**src/rtl/nibble_serial_subtractor_pkg.sv**
```systemverilog
// Shared definitions for the nibble-serial subtractor: FSM states, slice width,
// and the two's-complement overflow rule.
package nibble_serial_subtractor_pkg;

  localparam int NIBBLE_W = 4;

  typedef enum logic [1:0] {
    IDLE = 2'd0,
    RUN  = 2'd1,
    DONE = 2'd2
  } state_t;

  // a - b overflows only when the operand signs differ and the result sign
  // disagrees with the minuend.
  function automatic logic sub_overflow(input logic sign_a,
                                        input logic sign_b,
                                        input logic sign_d);
    return (sign_a != sign_b) && (sign_d != sign_a);
  endfunction

endpackage

```
**src/rtl/nibble_serial_subtractor_slice.sv**
```systemverilog
// Combinational 4-bit slice computing a + ~b + cin as a ripple chain of full
// adders; one slice is reused for every nibble of the operation.
module nibble_sub_slice
  import nibble_serial_subtractor_pkg::*;
(
  input  logic [NIBBLE_W-1:0] i_a,
  input  logic [NIBBLE_W-1:0] i_b,
  input  logic                i_cin,
  output logic [NIBBLE_W-1:0] o_sum,
  output logic                o_cout
);

  logic [NIBBLE_W:0]   w_c;
  logic [NIBBLE_W-1:0] w_nb;

  assign w_nb   = ~i_b;
  assign w_c[0] = i_cin;

  for (genvar i = 0; i < NIBBLE_W; i++) begin : g_fa
    assign o_sum[i]  = i_a[i] ^ w_nb[i] ^ w_c[i];
    assign w_c[i+1]  = (i_a[i] & w_nb[i]) | (w_c[i] & (i_a[i] ^ w_nb[i]));
  end

  assign o_cout = w_c[NIBBLE_W];

endmodule

```
**src/rtl/nibble_serial_subtractor.sv**
```systemverilog
// Multi-cycle subtractor: diff = a - b, one nibble per clock (LSB first)
// through a single 4-bit slice, with a start/busy/done handshake.
module nibble_serial_subtractor
  import nibble_serial_subtractor_pkg::*;
#(
  parameter int WIDTH = 16
) (
  input  logic             clk,
  input  logic             rst_n,
  input  logic             start,
  input  logic [WIDTH-1:0] a,
  input  logic [WIDTH-1:0] b,
  output logic             busy,
  output logic             done,
  output logic [WIDTH-1:0] diff,
  output logic             borrow,
  output logic             ovf,
  output logic             zero
);

  localparam int NIB   = WIDTH / NIBBLE_W;
  localparam int CNT_W = (NIB > 1) ? $clog2(NIB) : 1;

  state_t             r_state;
  logic [WIDTH-1:0]   r_a;
  logic [WIDTH-1:0]   r_b;
  logic [WIDTH-1:0]   r_diff;
  logic               r_carry;
  logic [CNT_W-1:0]   r_cnt;
  logic               r_sign_a;
  logic               r_sign_b;
  logic               r_busy;
  logic               r_done;
  logic               r_borrow;
  logic               r_ovf;
  logic               r_zero;

  logic [NIBBLE_W:0]  w_s;
  logic [WIDTH-1:0]   w_diff_next;
  logic               w_last;

  nibble_sub_slice u_slice (
    .i_a    (r_a[NIBBLE_W-1:0]),
    .i_b    (r_b[NIBBLE_W-1:0]),
    .i_cin  (r_carry),
    .o_sum  (w_s[NIBBLE_W-1:0]),
    .o_cout (w_s[NIBBLE_W])
  );

  // New nibble enters at the MSB end; after NIB shifts it sits in place.
  assign w_diff_next = (r_diff >> NIBBLE_W)
                     | (WIDTH'(w_s[NIBBLE_W-1:0]) << (WIDTH - NIBBLE_W));
  assign w_last      = (r_cnt == CNT_W'(NIB - 1));

  // NOTE: state registers use non-blocking assignments so every register
  // samples pre-edge values, matching the hardware regardless of statement order.
  always_ff @(posedge clk or negedge rst_n) begin
    if (!rst_n) begin
      r_state  <= IDLE;
      r_a      <= '0;
      r_b      <= '0;
      r_diff   <= '0;
      r_carry  <= 1'b0;
      r_cnt    <= '0;
      r_sign_a <= 1'b0;
      r_sign_b <= 1'b0;
      r_busy   <= 1'b0;
      r_done   <= 1'b0;
      r_borrow <= 1'b0;
      r_ovf    <= 1'b0;
      r_zero   <= 1'b0;
    end else begin
      case (r_state)
        IDLE: begin
          r_done <= 1'b0;
          if (start) begin
            r_a      <= a;
            r_b      <= b;
            r_carry  <= 1'b1;
            r_cnt    <= '0;
            r_sign_a <= a[WIDTH-1];
            r_sign_b <= b[WIDTH-1];
            r_busy   <= 1'b1;
            r_state  <= RUN;
          end
        end
        RUN: begin
          r_diff  <= w_diff_next;
          r_carry <= w_s[NIBBLE_W];
          r_a     <= r_a >> NIBBLE_W;
          r_b     <= r_b >> NIBBLE_W;
          r_cnt   <= r_cnt + 1'b1;
          if (w_last) begin
            r_borrow <= ~w_s[NIBBLE_W];
            r_ovf    <= sub_overflow(r_sign_a, r_sign_b, w_s[NIBBLE_W-1]);
            r_zero   <= (w_diff_next == '0);
            r_busy   <= 1'b0;
            r_done   <= 1'b1;
            r_state  <= DONE;
          end
        end
        DONE: begin
          r_done  <= 1'b0;
          r_state <= IDLE;
        end
        default: begin
          r_busy  <= 1'b0;
          r_done  <= 1'b0;
          r_state <= IDLE;
        end
      endcase
    end
  end

  assign busy   = r_busy;
  assign done   = r_done;
  assign diff   = r_diff;
  assign borrow = r_borrow;
  assign ovf    = r_ovf;
  assign zero   = r_zero;

endmodule

```
**config.mk**
```make
export PLATFORM = sky130hd
export DESIGN_NAME = nibble_serial_subtractor
export DESIGN_NICKNAME = d
export VERILOG_FILES = /design/src/rtl/nibble_serial_subtractor_pkg.sv /design/src/rtl/nibble_serial_subtractor_slice.sv /design/src/rtl/nibble_serial_subtractor.sv
export SDC_FILE = /design/constraint.sdc
export NUM_CORES = 1
export LEC_CHECK = 0
export CAP_MARGIN = 10
export CORE_UTILIZATION = 55
export DETAILED_ROUTE_END_ITERATION = 6
export MAX_ROUTING_LAYER = met4
export PLACE_DENSITY = 0.89
export SLEW_MARGIN = 25
export SYNTH_ARGS = -nofsm -noshare
export SYNTH_HDL_FRONTEND = slang
export SYNTH_SLANG_ARGS = --single-unit
```
**constraint.sdc**
```tcl
create_clock -name clk -period 4.2 [get_ports clk]
set_clock_uncertainty 0.05 [all_clocks]
set_input_delay 1.05 -clock clk [delete_from_list [all_inputs] [get_ports clk]]
set_output_delay 1.05 -clock clk [all_outputs]
set_load 0.02 [all_outputs]
```
# After elaboration in Yosys (flattened, before gate mapping)
# Index checks and enable logic that the tools add are counted.
dict set report totals {
  input_bits 35
  elab_cells 69
  ff_bits 60
  out_inout_bits 21
}
dict set report op_classes {
  bitwise_logic 24
  reduce_logical 9
  eq_ne 7
  add_sub_neg 1
  muxes 15
}
# cell count
set ops {}
lappend ops {{$pmux W16 S2} 2}
lappend ops {{$mux W16} 2}
lappend ops {{$logic_not A16 Y1} 1}
lappend ops {{$or A12 B16 Y16} 1}
lappend ops {{$and A1 B1 Y1} 8}
lappend ops {{$pmux W2 S2} 2}
lappend ops {{$reduce_and A2 Y1} 4}
lappend ops {{$xor A1 B1 Y1} 8}
lappend ops {{$mux W2} 3}
lappend ops {{$eq A2 B2 Y1 const B} 2}
lappend ops {{$mux W1} 4}
lappend ops {{$ne A2 B2 Y1 const B} 2}
lappend ops {{$not A4 Y4} 1}
lappend ops {{$or A1 B1 Y1} 4}
lappend ops {{$pmux W1 S3} 1}
lappend ops {{$reduce_and A3 Y1} 1}
lappend ops {{$add A2 B1 Y2 const B} 1}
lappend ops {{$eq A2 B1 Y1 const B} 1}
lappend ops {{$logic_not A2 Y1} 1}
lappend ops {{$ne A1 B1 Y1} 2}
lappend ops {{$not A1 Y1} 2}
lappend ops {{$pmux W1 S2} 1}
lappend ops {{$reduce_bool A2 Y1} 1}
lappend ops {{$logic_and A1 B1 Y1} 1}

# Longest topological paths before layout
dict set report logic_depth {
  depth_word 11
  mapped_depth 9
  mapped_depth_nobuf 9
}

# Cells and area by module
# Synthesis repeated with hierarchy kept, for this count alone.
dict set report hier_totals {
  cells_unflattened 317
  area_unflattened_um2 2944.1
}
# mod instances seq_area_each_um2 area_each_um2 cells_each
set by_module_without_submodules {}
lappend by_module_without_submodules {nibble_serial_subtractor 1 1501.4 2826.5 303}
lappend by_module_without_submodules {nibble_sub_slice 1 0.0 117.6 14}

# Least setup slack after synthesis
# Ideal clock, no wire load.
dict set report synth_timing {
  kind {reg2reg}
  startpoint {register r_b[0]}
  endpoint {register r_zero (netlist: zero)}
  t_required_ns 4.067
  path_stages_with_launch 10
  setup_time_ns 0.083
  arrival_ns 2.290
  period_less_slack_ns 2.423
  path_slack_ns 1.777
  path_buffers 0
  cell_sequence {dfrtp_1 inv_1 fa_1 inv_1 fa_1 fa_1 fa_1 and4b_1 nand4_1 o21ai_0}
}
dict set report synth_via {
  elab_chain_len 11
  word_cells_on_any_way 15
  cone_classes {bitwise (14); reduce/logical (1)}
}
# element line_no
set synth_lines {}
lappend synth_lines {{start, declared} nibble_serial_subtractor.sv:26} ;# logic [WIDTH-1:0] r_b;
lappend synth_lines {{start signal, assigned} nibble_serial_subtractor.sv:91} ;# r_b <= r_b >> NIBBLE_W;
lappend synth_lines {{$not A4 Y4 (*)} nibble_serial_subtractor_slice.sv:16} ;# assign w_nb = ~i_b;
lappend synth_lines {{$xor A1 B1 Y1} {nibble_serial_subtractor_slice.sv:20, nibble_serial_subtractor_slice.sv:21}}
lappend synth_lines {{$and A1 B1 Y1} nibble_serial_subtractor_slice.sv:21} ;# assign w_c[i+1] = (i_a[i] & w_nb[i]) | (w_c[i] & (i_a[i] ^ w_nb[i]));
lappend synth_lines {{$or A1 B1 Y1} nibble_serial_subtractor_slice.sv:21}
lappend synth_lines {{$and A1 B1 Y1} nibble_serial_subtractor_slice.sv:21}
lappend synth_lines {{$or A1 B1 Y1} nibble_serial_subtractor_slice.sv:21}
lappend synth_lines {{$and A1 B1 Y1} nibble_serial_subtractor_slice.sv:21}
lappend synth_lines {{$or A1 B1 Y1} nibble_serial_subtractor_slice.sv:21}
lappend synth_lines {{$xor A1 B1 Y1} nibble_serial_subtractor_slice.sv:20} ;# assign o_sum[i] = i_a[i] ^ w_nb[i] ^ w_c[i];
lappend synth_lines {{$or A12 B16 Y16 (*)} nibble_serial_subtractor.sv:52} ;# | (WIDTH'(w_s[NIBBLE_W-1:0]) << (WIDTH - NIBBLE_W));
lappend synth_lines {{$logic_not A16 Y1 (*)} nibble_serial_subtractor.sv:96} ;# r_zero <= (w_diff_next == '0);
lappend synth_lines {{end signal, assigned} nibble_serial_subtractor.sv:96}
lappend synth_lines {{end, declared} nibble_serial_subtractor.sv:36} ;# logic r_zero;
# Every way passes the cells marked *; elsewhere a longest branch is shown, timed or not.
# A chain may end at the register's enable or synchronous reset.

# Final worst setup path
# Same ends and word-level chain as after synthesis.

==> flow_metrics.env <==
export IMPL_required_ns=4.40
export IMPL_hp_class="reg -> reg"
export IMPL_chipWidth_microns=74.23
export IMPL_ctsResizeCount=0
export IMPL_ir_drop_uv=350.3
export IMPL_netlist_instances=296
export IMPL_track_usage_pct=27.60
export IMPL_syn_to_final_growth_pct=26.30
export IMPL_drive_gt1_share_pct=7.386
export IMPL_synthTopCellsByArea="dfrtp_1 (52%), nand2_1 (7.1%), a22oi_1 (6.5%)"
export IMPL_grt_pass1_vias=2360
export IMPL_netlist_area_sq_mm=0.002869
export IMPL_final_common_cell="dfrtp_1"
export IMPL_drtAntennaViolNets=0
export IMPL_drv_slew=0
export IMPL_setup_tns_ns=0
export IMPL_synth_edf_count=0
export IMPL_power_density_mw_per_mm2=746.3
export IMPL_setup_worst_path_end_class="flop"
export IMPL_cts_tree="built"
export IMPL_cp_arrival_ns=2.85
export IMPL_yosysSeqAreaShare_pct=52.33
export IMPL_hold_viol_final=0
export IMPL_gp_congestion=0.7947
export IMPL_post_dp_cell_area_sq_mm=0.003422
export IMPL_ctsHtreeMaxLevel=3
export IMPL_leakage_uw=0.001609
export IMPL_dp_hpwl_microns=4113
export IMPL_final_area_sq_mm=0.003623
export IMPL_dr_pass1_iters=4
export IMPL_post_cts_buffers=0
export IMPL_die_y_microns=74.23
export IMPL_cap_viol_max_count=0
export IMPL_max_freq_ghz=0.3780
export IMPL_start_util_pct=58.79
export IMPL_numCtsBuffers=9
export IMPL_io_pins=56
export IMPL_synth_async_sr_flop_share_pct=100.0
export IMPL_yosysTopAreaCell="dfrtp_1"
export IMPL_fin_util_pct=74.26
export IMPL_cts_root_buffer="clkbuf_8"
export IMPL_finalCriticalPeriod_ns=2.645
export IMPL_grt_max_degree=40
export IMPL_core_area_sq_mm=0.004880
export IMPL_dieArea_sq_mm=0.005509
export IMPL_avgSynthCellArea_sq_um=9.693
export IMPL_slew_headroom_pct=47.18
export IMPL_final_cell_mix="dfrtp_1 (60), nand2_1 (54), clkdlybuf4s50_1 (54), o21ai_1 (33), a21oi_1 (29)"
export IMPL_clockBufferDepth=2
export IMPL_drt_iter0_drc=135
export IMPL_cts_clk_slew_worst_paths_ns=0.06
export IMPL_cts_num_sinks=60
export IMPL_yosys_warnings=0
export IMPL_outcome="finished, final reports clean"
export IMPL_via_count=2358
export IMPL_path_max_fanout=4
export IMPL_cts_hold_buf=0
export IMPL_critPathKind="reg -> reg"
export IMPL_overflow=0
export IMPL_portBuffers=55
export IMPL_synth_top_cell_area_share_pct=52.33
export IMPL_start_kind="flop"
export IMPL_rsz0062_at_grt="false"
export IMPL_antenna_found_initial=0
export IMPL_tightest_slew_ns=0.7923
export IMPL_ys_flop_type="dfrtp_1"
export IMPL_std_cell_rows=25
export IMPL_clkLatencyLatePin_ns=0.34
export IMPL_diodes=0
export IMPL_drc=0
export IMPL_grt_pass1_wl_microns=10880
export IMPL_setup_viol=0
export IMPL_period_share_pct=62.99
export IMPL_routedWlPerCell_microns=14.88
export IMPL_viasPerCell=5.628
export IMPL_fin_nets=387
export IMPL_synth_nets=336
export IMPL_n_fill_cell=379
export IMPL_holdWs_ns=0.4292
export IMPL_ys_ff_latch=60
export IMPL_ys_types=29
export IMPL_wl_microns=6233
## cell type report
class | instances | area, sq um | share of cell area [%]
Clock buffer | 11 | 151.4 | 4.178
Clock inverter | 5 | 50.05 | 1.381
Inverter | 8 | 30.03 | 0.8287
Multi-Input combinational cell | 207 | 1216 | 33.56
Sequential cell | 60 | 1501 | 41.44
Tap cell | 67 | 83.83 | 2.314
Timing Repair Buffer | 61 | 590.6 | 16.30
## state kept, by name, summed over array words and instances, names as in the netlist, 2 cells and up
register  flops
diff         16
r_cnt         2
r_b          16
r_state       2
r_a          16
## synth_stat cells (5+ instances only)
cell,number
dfrtp_1,60
nand2_1,54
o21ai_1,33
a21oi_1,29
a22oi_1,25
nor2b_1,23
inv_1,8
and2b_1,7
buf_2,7
clkbuf_1,7
nor2_1,6
o21ai_0,6
buf_4,5
## kinds of logic (layout without fill, tap and decap cells)
kind of cell,Yosys count,after routing,share of synthesized area [%]
AO/OA/AOI/OAI,99,99,20.19
AND/OR/NAND/NOR,99,99,17.18
flip-flops,60,60,52.33
buffers and inverters,29,85,5.277
adder cells (fa/ha/maj),5,5,3.227
multiplexers,4,4,1.788
## critical path: stages, from the launching register on
cell     delay (ns)
dfrtp_1        0.38
inv_1          0.10
fa_1           0.18
inv_1          0.05
fa_1           0.37
fa_1           0.40
fa_1           0.55
and4b_1        0.21
nand4_1        0.11
o21ai_0        0.17
## report_power, final
group          leakage, uW  internal (uW)  switching, uW  total [uW]
clock network     0.000109            302            217         519
registers         0.000770            820            207        1030
logic             0.000730            522            636        1160
## stage by stage
step,power [uW],cells,setup slack [ns]
2_1_floorplan,1804,296,1.777
3_3_place_gp,2131,403,1.563
3_5_place_dp,2189,403,1.552
4_1_cts,2717,419,1.544
5_1_grt,2925,419,1.383
6_report,2704,419,1.555
## per-layer routing
metal	track usage, %	share of wire [%]	vias to the layer above
met5	-	0	-
met3	5.420	3.9	12
met2	42.12	49	68
li1	-	-	1117
met1	36.08	45	1161
met4	12.16	1.9	0
## path summary, 6_finish.rpt
check	start	endpoint	slack [ns]	depth (start not counted)
min reg2reg	diff[2]	diff[2]	0.43	2
min in group asynchronous	rst_n	r_a[5]	0.75	1
max	r_b[0]	zero	1.55	9
min	diff[2]	diff[2]	0.43	2
max reg2reg	r_b[0]	zero	1.55	9
max in group asynchronous	rst_n	r_b[2]	2.53	2
Power figures use the tool's default switching activity.
==> RTL change 1, RTL diff (same settings) <==
Change the package constant `NIBBLE_W` from 4 to 8.
--- a/src/rtl/nibble_serial_subtractor_pkg.sv
+++ b/src/rtl/nibble_serial_subtractor_pkg.sv
@@ -2,7 +2,7 @@
 // and the two's-complement overflow rule.
 package nibble_serial_subtractor_pkg;
 
-  localparam int NIBBLE_W = 4;
+  localparam int NIBBLE_W = 8;
 
   typedef enum logic [1:0] {
     IDLE = 2'd0,
Function: changed (a bounded check fails within 4 cycles, from zero or initial values and one cycle with rst_n low).
==> RTL change 1 against the unedited design <==
  * The flow now finishes with violations (design-rule violations)
  * Die area decreased by 7.5%
  * Area after synthesis shrank 7.7%
  * Routed wire length decreased by 7.5%
  * Via count shrank 15%
  * Critical path depth up 4
  * Non-clock buffer count decreased by 1
  * Maximum frequency is 33% lower
  * Sequential cell count shrank 1
  * Setup slack lost 1300 ps
  * Cell area shrank 5.9%
  * Total power up 4.1%
  * Combinational power up 9%
==> RTL change 1: results (changes against the unedited design) <==
Placement
  – DP Area: 3200 um2 (-6.6%)
  – Port bufs: 55 (unchanged)
  – Post-DP HPWL: 3.90 mm (-5.2%)
  – Setup WS pre-CTS: 41.3 ps (-1510 ps)
  – Placed insts: 336 (-17%)
  – RD Place Congestion: 0.855 (+7.6%)

Layout
  – Layout cells sized above 1: 9.63% (+2.2 points)

Power
  – Internal power: 1.70 mW (+3.6%)
  – Lkg Pwr: 1.54 nW (-4.4%)
  – Peak supply drop: 0.383 mV (+9.2%)

Status
  – Failing checks: design-rule violations
  – Status: complete, but fails checks

Global routing
  – First-pass GRT wire length: 9.60 mm (-12%)
  – Vias in the first global route: 2078 (-12%)
  – Total GRT Usage: 26.5% (-1.1 points)
  – Largest net degree at the start of global routing: 36 (-10%)

Route
  – DR iter-0 viols: 157 (+16%)
  – Vias: 2015 (-15%)
  – DRC: 6 (+6)
  – Vias per Instance: 5.71 (+1.4%)
  – Drt pass-1 iters: 6 (+2)
  – Wire per inst: 16.3 um (+9.8%)

Yosys
  – Synth async-reset ratio: 100% (unchanged)
  – Avg Cell Area, Syn: 11.0 um2 (+14%)
  – Synth cell types: 30 (+3.4%)
  – Top_reg_cell synth: dfrtp_1
  – Sequential element share of the synthesized area: 55.8% (+3.4 points)
  – Synth cell count leaders: 59 x dfrtp_1, 46 x nand2_1, 16 x a22o_1, 16 x a22oi_1, 15 x o21ai_1
  – Syn_nets: 283 (-16%)
  – Synth warn: 0 (unchanged)
  – Top post-synthesis cells by area: dfrtp_1 56%, nand2_1 6.5%, fa_1 6.0%, a22o_1 5.3%, a22oi_1 4.5%

Clocking
  – Post-CTS Repair Setup Buffers: 1 (+1)
  – CTS clk-pin slew, worst paths: 60 ps (about the same)
  – Post-cts sizing count: 2 (+2)

Timing
  – Worst slew pin tran: 884 ps (+92.1 ps)

Critical path
  – CP max FO: 3 (-1)
  – Worst EP arrival: 4160 ps (+1310 ps)
  – Worst reg-to-reg path cell count: 13 (+4)

Hold path
  – Worst Hold Depth: 2 (unchanged)
## RTL change 1: cell type report
cell class | instances | area (um2)
flip-flops and latches | 59 | 1480
fillers | 315 | 1100
inverters | 12 | 45.0
clock buffers | 14 | 153
repair buffers | 60 | 583
clock inverters | 2 | 35.0
multi-input cells | 154 | 1050
well taps | 52 | 65.1
## RTL change 1: kinds of logic after synthesis
family                     share of synthesized area (%)
adders and majority gates                           6.05
DFF                                                 55.8
muxes                                               1.56
and+or+nand+nor                                     12.9
AOI/OAI and AO/OA                                   18.6
buffers and inverters                               5.20
## RTL change 1: per-layer routing
| metal | global-route usage (%) | part of all wire [%] | vias to the layer above |
|---|---|---|---|
| li1 | - | - | 942 |
| met3 | 5.34 | 6.0 | 17 |
| met2 | 41.8 | 49 | 82 |
| met5 | - | 0 | - |
| met4 | 14.0 | 2.0 | 0 |
| met1 | 32.4 | 43 | 974 |
## RTL change 1: critical path, stage by stage, from the launching register on
cell	delay [ps]
dfrtp_1	350
inv_1	60
fa_2	390
fa_2	350
fa_2	350
fa_1	360
inv_1	80
fa_1	160
inv_1	50
fa_1	390
fa_2	370
fa_2	580
nand4b_1	120
o41ai_2	220
## RTL change 1: power by group through the flow
stage | combinational [mW] | sequential [mW] | clock (mW)
floorplan | 0.759 | 1.08 | 0
global placement | 1.14 | 1.05 | 0
detailed placement | 1.19 | 1.06 | 0
CTS | 1.24 | 1.05 | 0.505
global route | 1.39 | 1.09 | 0.534
finish | 1.26 | 1.06 | 0.498
## RTL change 1: worst paths after layout
check	start	slack, ps	endpoint
setup / recovery	r_a[0]	230	zero
hold reg to reg	diff[1]	420	diff[1]
min in group asynchronous	rst_n	650	diff[7]
hold / removal	diff[1]	420	diff[1]
max in group asynchronous	rst_n	2590	r_b[5]
setup reg to reg	r_a[0]	230	zero
==> RTL change 2, RTL diff (config.mk and constraints unchanged) <==
Made on the original files. Register the inputs `start`, `a` and `b` before use, without a reset. The logic sees them one clock later. Comments in the files are not updated.
--- a/src/rtl/nibble_serial_subtractor.sv
+++ b/src/rtl/nibble_serial_subtractor.sv
@@ -20,6 +20,16 @@
 
   localparam int NIB   = WIDTH / NIBBLE_W;
   localparam int CNT_W = (NIB > 1) ? $clog2(NIB) : 1;
+
+  logic start_q;
+  logic [WIDTH-1:0] a_q;
+  logic [WIDTH-1:0] b_q;
+
+  always_ff @(posedge clk) begin
+    start_q <= start;
+    a_q     <= a;
+    b_q     <= b;
+  end
 
   state_t             r_state;
   logic [WIDTH-1:0]   r_a;
@@ -73,13 +83,13 @@
       case (r_state)
         IDLE: begin
           r_done <= 1'b0;
-          if (start) begin
-            r_a      <= a;
-            r_b      <= b;
+          if (start_q) begin
+            r_a      <= a_q;
+            r_b      <= b_q;
             r_carry  <= 1'b1;
             r_cnt    <= '0;
-            r_sign_a <= a[WIDTH-1];
-            r_sign_b <= b[WIDTH-1];
+            r_sign_a <= a_q[WIDTH-1];
+            r_sign_b <= b_q[WIDTH-1];
             r_busy   <= 1'b1;
             r_state  <= RUN;
           end
Behaviour: not the same (Yosys sat finds a counterexample within 4 cycles, from zero or initial values and one cycle with rst_n low).
==> RTL change 2 against the unedited design <==
  * Cell area increased by 18%
  * Area after synthesis increased by 24%
  * Routed wire length increased by 14%
  * Total power increased by 15%
  * Critical endpoint unchanged
  * Via count increased by 10%
  * Setup slack got worse by 190 ps
  * Global-route usage decreased by 2.2 points
  * Die area increased by 23%
  * Largest cell class unchanged
  * Sequential cell count increased by 33
  * Critical path type unchanged
==> RTL change 2: results (changes against the unedited design) <==
Yosys
  – Sequential element share of the synthesized area: 60.8% (+8.4 points)
  – Synth cell count leaders: 60 x dfrtp_1, 54 x nand2_1, 39 x o21ai_1
  – Synth warn: 0 (unchanged)
  – Synth cell types: 33 (+14%)
  – Top post-synthesis cells by area: dfrtp_1 42%, dfxtp_1 19%, nand2_1 5.7%, o21ai_1 5.5%, a22oi_1 5.3%
  – Synth async-reset ratio: 64.5% (-35 points)
  – Syn_nets: 369 (+9.8%)

Power
  – Peak supply drop: 0.447 mV (+28%)
  – Net Sw Frac: 37.9% (-1.3 points)
  – Lkg Pwr: 1.87 nW (+16%)

Placement
  – Setup WS pre-CTS: 1470 ps (-85.7 ps)
  – RD Place Congestion: 0.784 (-1.3%)
  – Port bufs: 55 (unchanged)
  – Post-DP HPWL: 4.55 mm (+11%)

Critical path
  – CP delay by family, top: adder cells
  – CP max FO: 4 (unchanged)
  – Slowest stage delay, CP: 580 ps (+30 ps)
  – Worst EP arrival: 3070 ps (+220 ps)
  – Slowest cell on the critical path: fa_1
  – Worst reg-to-reg path cell count: 9 (unchanged)

Global routing
  – First-pass GRT wire length: 12.1 mm (+11%)
  – Antenna violations before repair: 0 (unchanged)
  – Vias in the first global route: 2509 (+6.3%)
  – Total GRT Usage: 25.4% (-2.2 points)
  – Largest net degree at the start of global routing: 40 (unchanged)

Status
  – Status: complete, no violations

Clocking
  – Post-cts sizing count: 0 (unchanged)
  – Clk_lat worst skew: 360 ps (+20 ps)
  – H-tree level count: 3 (unchanged)
  – CTS clk-pin slew, worst paths: 90 ps (+30 ps)
  – Post-CTS Repair Setup Buffers: 0 (unchanged)
  – Clk buf depth: 2 (unchanged)
  – Total CTS buffers: 9 (unchanged)
  – Root buffer cell: clkbuf_8

Timing
  – Slew HR: 50.0% (+2.9 points)

Route
  – DR iter-0 viols: 247 (+83%)
  – Routed WL: 7.12 mm (+14%)
  – Vias per Instance: 5.66 (+0.64%)
  – Drt pass-1 iters: 4 (unchanged)

Layout
  – NumNets Final: 418 (+8.0%)
  – N_diodes: 0 (unchanged)
  – Layout cells sized above 1: 6.79% (-0.60 points)

Hold path
  – Worst hold path class: reg2reg
  – Worst Hold Depth: 2 (unchanged)
-- RTL change 2: cell count changes in the layout (fill, tap and decap cells not counted), sizes merged, moves of 2 or more --
cell	delta
nor2b	-2
clkinv	-3
and2b	+2
clkbuf	+2
buf	-2
clkinvlp	+2
dfxtp	+33
-- RTL change 2: power by group through the flow --
stage | clock network (mW) | logic, mW | registers [mW]
2_1_floorplan | 0 | 0.773 | 1.42
4_1_cts | 0.542 | 1.20 | 1.38
3_3_place_gp | 0 | 1.11 | 1.38
5_1_grt | 0.591 | 1.34 | 1.41
3_5_place_dp | 0 | 1.18 | 1.39
6_report | 0.538 | 1.20 | 1.38
-- RTL change 2: path summary, 6_finish.rpt --
path	from	to	slack, ps
worst max-delay path	r_b[0]	zero	1370
worst min register to register	diff[0]	diff[0]	430
max in group asynchronous	rst_n	r_b[11]	2610
worst min-delay path	diff[0]	diff[0]	430
worst max register to register	r_b[0]	zero	1370
min in group asynchronous	rst_n	diff[4]	650
-- RTL change 2: stage by stage --
step	cell area [um2]	cells	power [mW]
floorplan	3560	329	2.19
global placement	4100	442	2.49
detailed placement	4100	442	2.57
CTS	4280	458	3.13
global route	4280	458	3.34
finish	4280	458	3.12
-- RTL change 2: cells by family (layout without fill, tap and decap cells) --
kind of cell               Yosys count  count (layout)  synth area share (%)
buffers and inverters               29              83                  4.47
and+or+nand+nor                     99              99                  14.4
muxes                                4               4                  1.44
AOI/OAI and AO/OA                   99              99                  16.3
DFF                                 93              93                  60.8
adders and majority gates            5               5                  2.60
-- RTL change 2: worst reg2reg max path, delay by kind of cell, from the launching register on --
family / cells / cell delay [ps]
DFF: 1 / 380
AOI/OAI and AO/OA: 1 / 130
and+or+nand+nor: 2 / 440
adders and majority gates: 4 / 1620
buffers and inverters: 2 / 150
-- RTL change 2: area by class of cell --
class	count	area (um2)
inverters	8	30.0
flip-flops and latches	93	2160
clock buffers	13	159
repair buffers	59	576
well taps	75	93.8
multi-input cells	207	1240
clock inverters	3	20.0
fillers	434	1820
-- RTL change 2: metal layers --
layer	global-route usage [%]	up-vias	routed length, um
met5	-	-	0
met4	14.2	0	272
met3	5.16	20	307
met2	38.3	93	3500
met1	32.2	1262	3040
li1	-	1219	-
